File: config.mk
export PLATFORM = sky130hd
export DESIGN_NAME = fsmd_sched_dp
export DESIGN_NICKNAME = d
export VERILOG_FILES = /design/src/rtl/fsmd_pkg.sv /design/src/rtl/fsmd_sched_ctrl.sv /design/src/rtl/fsmd_sched_dp.sv
export SDC_FILE = /design/constraint.sdc
export NUM_CORES = 1
export LEC_CHECK = 0
export CORE_ASPECT_RATIO = 1.1
export CORE_MARGIN = 2
export CORE_UTILIZATION = 32
export DETAILED_ROUTE_END_ITERATION = 6
export HOLD_SLACK_MARGIN = 0.1
export PLACE_DENSITY = 0.58
export SYNTH_ARGS = -nofsm -noshare
export SYNTH_HDL_FRONTEND = slang
export SYNTH_HIERARCHICAL = 1
export SYNTH_SLANG_ARGS = --single-unit
File: constraint.sdc
create_clock -name clock -period 4.4 [get_ports clock]
set_input_delay 1.32 -clock clock [delete_from_list [all_inputs] [get_ports clock]]
set_output_delay 1.32 -clock clock [all_outputs]
set_load 0.1 [all_outputs]
File: src/rtl/fsmd_pkg.sv
// fsmd_pkg: shared state codes and width helper for the scheduled datapath
package fsmd_pkg;
    localparam int STATE_W = 3;
    typedef enum logic [STATE_W-1:0] {
        IDLE = 3'd0,
        S1   = 3'd1,
        S2   = 3'd2,
        S3   = 3'd3,
        S4   = 3'd4,
        DONE = 3'd5
    } state_t;
    function automatic int full_width(input int w);
        return 2 * w + 3;
    endfunction
endpackage

File: src/rtl/fsmd_sched_ctrl.sv
// fsmd_sched_ctrl: schedule sequencer with busy/done decode
module fsmd_sched_ctrl
    import fsmd_pkg::*;
(
    input  logic               clock,
    input  logic               reset,
    input  logic               start,
    output logic [STATE_W-1:0] state,
    output logic               busy,
    output logic               done
);
    logic [STATE_W-1:0] state_d, state_q;
    logic               busy_d, busy_q;
    // walk the fixed schedule; unused codes fall back to IDLE
    always_comb begin
        state_d = state_q == IDLE ? (start ? S1 : IDLE) :
                  state_q == S1   ? S2 :
                  state_q == S2   ? S3 :
                  state_q == S3   ? S4 :
                  state_q == S4   ? DONE : IDLE;
        busy_d  = state_d != IDLE;
    end
    // state and registered busy flag
    always_ff @(posedge clock or negedge reset) begin
        if (!reset) begin
            state_q <= IDLE;
            busy_q  <= 1'b0;
        end else begin
            state_q <= state_d;
            busy_q  <= busy_d;
        end
    end
    assign state = state_q;
    assign busy  = busy_q;
    assign done  = state_q == DONE;
endmodule

File: src/rtl/fsmd_sched_dp.sv
// fsmd_sched_dp: computes (a+b+c)*e and (a+b+c)*(c+d) over a fixed schedule
module fsmd_sched_dp
    import fsmd_pkg::*;
#(
    parameter int WIDTH = 4,
    parameter int RW    = 2 * WIDTH + 3
) (
    input  logic               clock,
    input  logic               reset,
    input  logic               start,
    input  logic               acc,
    input  logic [WIDTH-1:0]   a,
    input  logic [WIDTH-1:0]   b,
    input  logic [WIDTH-1:0]   c,
    input  logic [WIDTH-1:0]   d,
    input  logic [WIDTH-1:0]   e,
    output logic               busy,
    output logic               done,
    output logic [RW-1:0]      y1,
    output logic [RW-1:0]      y2,
    output logic               ovf,
    output logic [STATE_W-1:0] state
);
    localparam int FW = full_width(WIDTH);
    localparam int RD = WIDTH + 2;
    logic [STATE_W-1:0] st;
    logic               go;
    logic [RD-1:0]      r1_d, r1_q, r2_d, r2_q, r3_d, r3_q;
    logic [WIDTH-1:0]   b_d, b_q, d_d, d_q, e_d, e_q;
    logic               acc_d, acc_q, ovf_d, ovf_q;
    logic [RW-1:0]      y1_d, y1_q, y2_d, y2_q;
    logic [FW-1:0]      p1, p2;
    logic [RW:0]        acc_sum;

    fsmd_sched_ctrl u_ctrl (
        .clock (clock),
        .reset (reset),
        .start (start),
        .state (st),
        .busy  (busy),
        .done  (done)
    );

    assign go = st == IDLE && start;

    // schedule the working registers and form the S4 results
    always_comb begin
        p1      = FW'(r1_q) * FW'(r3_q);
        p2      = FW'(r1_q) * FW'(r2_q);
        acc_sum = {1'b0, y1_q} + {1'b0, p1[RW-1:0]};
        r1_d    = go ? {2'b0, a} : st == S1 ? r1_q + r2_q : st == S3 ? r1_q + r3_q : r1_q;
        r2_d    = go ? {2'b0, c} : st == S2 ? r2_q + r3_q : r2_q;
        r3_d    = st == S1 ? {2'b0, d_q} : st == S2 ? {2'b0, b_q} : st == S3 ? {2'b0, e_q} : r3_q;
        b_d     = go ? b : b_q;
        d_d     = go ? d : d_q;
        e_d     = go ? e : e_q;
        acc_d   = go ? acc : acc_q;
        y1_d    = st == S4 ? (acc_q ? acc_sum[RW-1:0] : p1[RW-1:0]) : y1_q;
        y2_d    = st == S4 ? p2[RW-1:0] : y2_q;
        ovf_d   = go ? 1'b0 :
                  st == S4 ? (|(p1 >> RW)) | (|(p2 >> RW)) | (acc_q & acc_sum[RW]) : ovf_q;
    end

    // datapath registers, cleared asynchronously
    always_ff @(posedge clock or negedge reset) begin
        if (!reset) begin
            r1_q  <= '0;
            r2_q  <= '0;
            r3_q  <= '0;
            b_q   <= '0;
            d_q   <= '0;
            e_q   <= '0;
            acc_q <= 1'b0;
            y1_q  <= '0;
            y2_q  <= '0;
            ovf_q <= 1'b0;
        end else begin
            r1_q  <= r1_d;
            r2_q  <= r2_d;
            r3_q  <= r3_d;
            b_q   <= b_d;
            d_q   <= d_d;
            e_q   <= e_d;
            acc_q <= acc_d;
            y1_q  <= y1_d;
            y2_q  <= y2_d;
            ovf_q <= ovf_d;
        end
    end

    assign y1    = y1_q;
    assign y2    = y2_q;
    assign ovf   = ovf_q;
    assign state = st;
endmodule

# ---- Yosys cells after proc, flatten, opt, wreduce, memory -nomap -nowiden
# Cells that the tools add are included.
dict set report word_totals {
  regBits 58
  inputBits 24
  out_inout_bits 28
  wordCells 48
}
dict set report op_classes {
  n_addsub 4
  multipliers 2
  eq_ne 5
  n_mux 17
  bitwise 1
  n_reduce_logical 7
}
# op n
set op_table {}
lappend op_table {{$mux 6} 8}
lappend op_table {{$mul 6x6->11} 2}
lappend op_table {{$add 6x6->6} 3}
lappend op_table {{$mux 3} 5}
lappend op_table {{$add 11x11->12} 1}
lappend op_table {{$mux 11} 1}
lappend op_table {{$reduce_bool 3->1} 3}
lappend op_table {{$eq 3x2->1 const B} 2}
lappend op_table {{$eq 3x3->1 const B} 2}
lappend op_table {{$reduce_bool 2->1} 2}
lappend op_table {{$eq 3x1->1 const B} 1}
lappend op_table {{$logic_not 3->1} 1}
lappend op_table {{$mux 1} 3}
lappend op_table {{$and 1x1->1} 1}
lappend op_table {{$logic_and 1x1->1} 1}

# ---- Longest topological paths before layout
dict set report depth {
  ltp_word 7
  depth_mapped 20
  mapped_depth_nobuf 20
}

# ---- Cells and area by module
# The synthesis kept the hierarchy.
# module instances cells_per_inst area_each_um2 seq_area_each_um2
set modules_own_cells {}
lappend modules_own_cells {fsmd_sched_dp 1 520 4817.1 1301.2}
lappend modules_own_cells {fsmd_sched_ctrl 1 16 166.4 100.1}

# ---- Worst setup path before layout
# Ideal clock, no wire load.
dict set report synth_path {
  path_kind {register to register}
  from {register r1_q[3]}
  to {register y1_q[10] (netlist: y1[10])}
  setup_ns 0.126
  t_arrival_ns 4.326
  required_time_ns 4.274
  setup_slack_ns -0.052
  stages_incl_launch_ff 21
  n_path_buf 1
  synth_period_minus_slack_ns 4.452
  path_cell_list {dfrtp_1 > clkbuf_1 > and2_1 > fa_1 > ha_1 > inv_1 > fa_1 > inv_1 > ha_1 > nor2b_1 > o31a_1 > o21a_1 > nor2_1 > xnor2_1 > ha_1 > nand2_1 > nor2_1 > a21oi_1 > o311ai_4 > mux2i_1 > a221o_1}
}
dict set report synth_via {
  elab_chain_cells 3
}
# item line_no
set synth_rtl {}
lappend synth_rtl {{start, declared} fsmd_sched_dp.sv:28} ;# logic [RD-1:0] r1_d, r1_q, r2_d, r2_q, r3_d, r3_q;
lappend synth_rtl {{start signal, assigned} fsmd_sched_dp.sv:78} ;# r1_q <= r1_d;
lappend synth_rtl {{$mul 6x6->11 (*)} fsmd_sched_dp.sv:48} ;# p1 = FW'(r1_q) * FW'(r3_q);
lappend synth_rtl {{$add 11x11->12} fsmd_sched_dp.sv:50} ;# acc_sum = {1'b0, y1_q} + {1'b0, p1[RW-1:0]};
lappend synth_rtl {{$mux 11 (*)} fsmd_sched_dp.sv:58} ;# y1_d = st == S4 ? (acc_q ? acc_sum[RW-1:0] : p1[RW-1:0]) : y1_q;
lappend synth_rtl {{end signal, assigned} fsmd_sched_dp.sv:85} ;# y1_q <= y1_d;
lappend synth_rtl {{end, declared} fsmd_sched_dp.sv:31} ;# logic [RW-1:0] y1_d, y1_q, y2_d, y2_q;
# Every way passes the cells marked *; elsewhere a longest branch is shown, timed or not.
# A chain may end at the register's enable or synchronous reset.

# ---- Worst setup path after layout
dict set report layout_path {
  from {register r3_q[0]}
  to {register y1_q[10] (netlist: y1[10])}
}
dict set report layout_via {
  elab_chain_cells 3
}
# item line_no
set layout_rtl {}
lappend layout_rtl {{start, declared} fsmd_sched_dp.sv:28}
lappend layout_rtl {{start signal, assigned} fsmd_sched_dp.sv:80} ;# r3_q <= r3_d;
lappend layout_rtl {{$mul 6x6->11 (*)} fsmd_sched_dp.sv:48}
lappend layout_rtl {{$add 11x11->12} fsmd_sched_dp.sv:50}
lappend layout_rtl {{$mux 11 (*)} fsmd_sched_dp.sv:58}
# Marks and branches as above.

==> results.cfg <==
[layout]
area_growth_pct = 25.31
multi_input_area_um2 = 3535
final_cell_mix = 64 x nand2_1, 52 x dfrtp_1, 47 x ha_1
register_area_um2 = 1406
drive_gt1_frac = 0.1851
n_antenna_cell = 0
nets = 712
layoutNonFillerInstCount = 801
final_common_cell = nand2_1
fillers = 1518

[yosys]
syn_area_um2 = 4984
synth_top_flop_cell = dfrtp_1
synth_edf_count = 0
synthArstFlopShare = 1.000
yosysWarnings = 6
ys_seq_area_frac = 0.2812
ys_types = 50
synth_cells = 536
synth_area_per_cell_um2 = 9.298
ys_seq_elements = 56
syn-num-nets = 644

[place]
dp_cells = 782
numPortBuffers = 51
dpl.hpwl_um = 8539
place.gp.congestion = 0.8094

[global_route]
antenna_found_initial = 0
grt_pass1_vias = 4065
grt_usage = 0.1458
grt_max_degree = 41
use_met2 = 0.2483
grt_pass1_wl_um = 19320
grt_use_met1 = 0.1873
grtUsageMet3 = 0.02703
grt_overflow = 0
busiest_layer = met2

[sta]
rsz0062_at_grt = yes
setup_viol = 0
fin_crit_sh = 0.9921
clock_skew_ps = 8.040
final-hold-violation-count = 0
tightest_slew_ps = 972.5
max_freq_mhz = 229.1
slew_violations = 0
finalCriticalPeriod_ps = 4365
setup_tns_ps = 0
whs_ps = 469.8
slew_headroom = 0.3496

[floorplanning]
rows = 47
dieArea_um2 = 16590
boundaryPins = 52
start_util = 0.3285
die_x_um = 123.0
core_area_um2 = 15170
die_y_um = 134.9

[worst_setup_path]
required_ps = 4600
r2r_start = r3_q[0]$_DFFE_PN0P_
cpPeakStageDelay_ps = 610
cp_slowest_cell = fa_2
r2r_slack_ps = 30
setup.worst_path.start_class = flop
endpoint = y1[10]$_DFFE_PN0P_
crit_path_end_kind = flop
crit_start = r3_q[0]$_DFFE_PN0P_
path_max_fanout = 3
arrival_ps = 4560
criticalPathCategory = flop to flop
rr_worst_depth = 17
r2r_end = y1[10]$_DFFE_PN0P_
path_cells = and2_4, fa_1, ha_4, fa_2, inv_2, fa_2, nor2b_2, o31a_1, o21a_1, nor2_2, xnor2_2, ha_4, nand2_4, buf_6, o311ai_4, mux2i_1, a221o_1

[drt]
num_vias = 3887
viasPerCell = 4.853
drt_wl_total_um = 11320
drc_errors = 0
drtPass1Iterations = 4
drt-wirelength-per-cell_um = 14.14
ant_nets = 0
drt_iter0_drc = 208

[clock_network]
clockRootBuffer = clkbuf_16
postCtsHoldBufs = 0
clkLatencyLatePin_ps = 310
ctsHtreeMaxLevel = 2
tritoncts = built
numCtsBuffers = 5
clockBufferDepth = 2
cts.clk_slew.worst_paths_ps = 80
clock-sinks = 56

[hold_path]
worstHoldPathType = flop to flop

[run_status]
outcome = complete, no violations

[run]
cap_violations = 0
## worst max-delay path: cells and delay by family (launching register included)
| family | cells | cell delay (ps) |
|---|---|---|
| compound gates | 4 | 860 |
| flops | 1 | 430 |
| fa+ha+maj | 5 | 2120 |
| xor+xnor | 1 | 160 |
| mux | 1 | 110 |
| buf+inv | 2 | 160 |
| simple gates | 4 | 390 |
## synthesized netlist by cell type (all sizes together) (3+ instances only)
master,count,area share
nand3,3,0.0030
dfrtp,56,0.28
o211ai,4,0.0060
nand2b,3,0.0038
nor2b,10,0.013
xor2,9,0.016
nor2,29,0.022
nand2,66,0.050
nor3,8,0.0080
o21a,5,0.0075
and2,46,0.058
o21ai,36,0.036
fa,28,0.11
a211oi,5,0.0085
clkbuf,15,0.011
xnor2,16,0.028
a21oi,26,0.027
mux2i,6,0.012
buf,6,0.0063
ha,56,0.14
a221o,3,0.0060
mux2,20,0.045
inv,44,0.033
a21o,9,0.015
o21bai,3,0.0045
a22oi,8,0.012
## per-layer routing
| metal | vias to the layer above | wire [um] |
|---|---|---|
| met5 | - | 0 |
| li1 | 1954 | - |
| met2 | 64 | 5476 |
| met1 | 1858 | 5299 |
| met3 | 11 | 397 |
| met4 | 0 | 150 |
## cell type report
cell class                 count  area share
timing repair buffer          82      0.1184
tap                          196     0.03927
multi-input combinational    415      0.5660
clock inverter                 3    0.004608
inverter                      44     0.02645
clock buffer                   5     0.02004
sequential                    56      0.2252
## through the flow
step           setup WS [ps]  instance area, um^2    util
2_1_floorplan          9.189                 4990       -
3_3_place_gp           34.83                 5802  0.3824
3_5_place_dp          -52.22                 5802  0.3824
4_1_cts                2.624                 6016  0.3965
5_1_grt               -109.3                 6245  0.4116
6_report               34.72                 6245  0.4116
## what timing repair did
action / in CTS / in global routing
setup buffers: 5 / 6
pin swaps: 3 / 22
endpoints found under the setup margin: 2 / 5
gates resized for setup: 6 / 36
## state kept, by name (all words and copies together), names as in the netlist
register / count
b_q: 4
r1_q: 6
r3_q: 4
r2_q: 6
u_ctrl/state: 3
u_ctrl/busy: 1
d_q: 4
y2: 11
acc_q: 1
y1: 11
ovf: 1
e_q: 4
## how the worst min path moves through the flow
stage	from	to	slack, ps	depth (start not counted)
2_1_floorplan	e_q[0]$_DFFE_PN0P_	e_q[0]$_DFFE_PN0P_	470	1
3_3_place_gp	y2[0]$_DFFE_PN0P_	y2[0]$_DFFE_PN0P_	450	2
3_5_place_dp	y2[0]$_DFFE_PN0P_	y2[0]$_DFFE_PN0P_	460	2
4_1_cts	y2[0]$_DFFE_PN0P_	y2[0]$_DFFE_PN0P_	480	2
5_1_grt	y2[0]$_DFFE_PN0P_	y2[0]$_DFFE_PN0P_	500	2
6_report	y2[0]$_DFFE_PN0P_	y2[0]$_DFFE_PN0P_	470	2
## cells by family (layout without fill, tap and decap cells)
group,count (synthesis),count (layout),share of synthesized area
simple gates,171,171,0.1685
compound gates,109,109,0.1454
buf+inv,65,134,0.05072
mux,26,26,0.05724
xor+xnor,25,25,0.04394
flops,56,56,0.2812
fa+ha+maj,84,84,0.2531
Power is left out: the tool's default activity adds up to more than one toggle a clock period on the data nets, which glitch-free logic cannot reach.
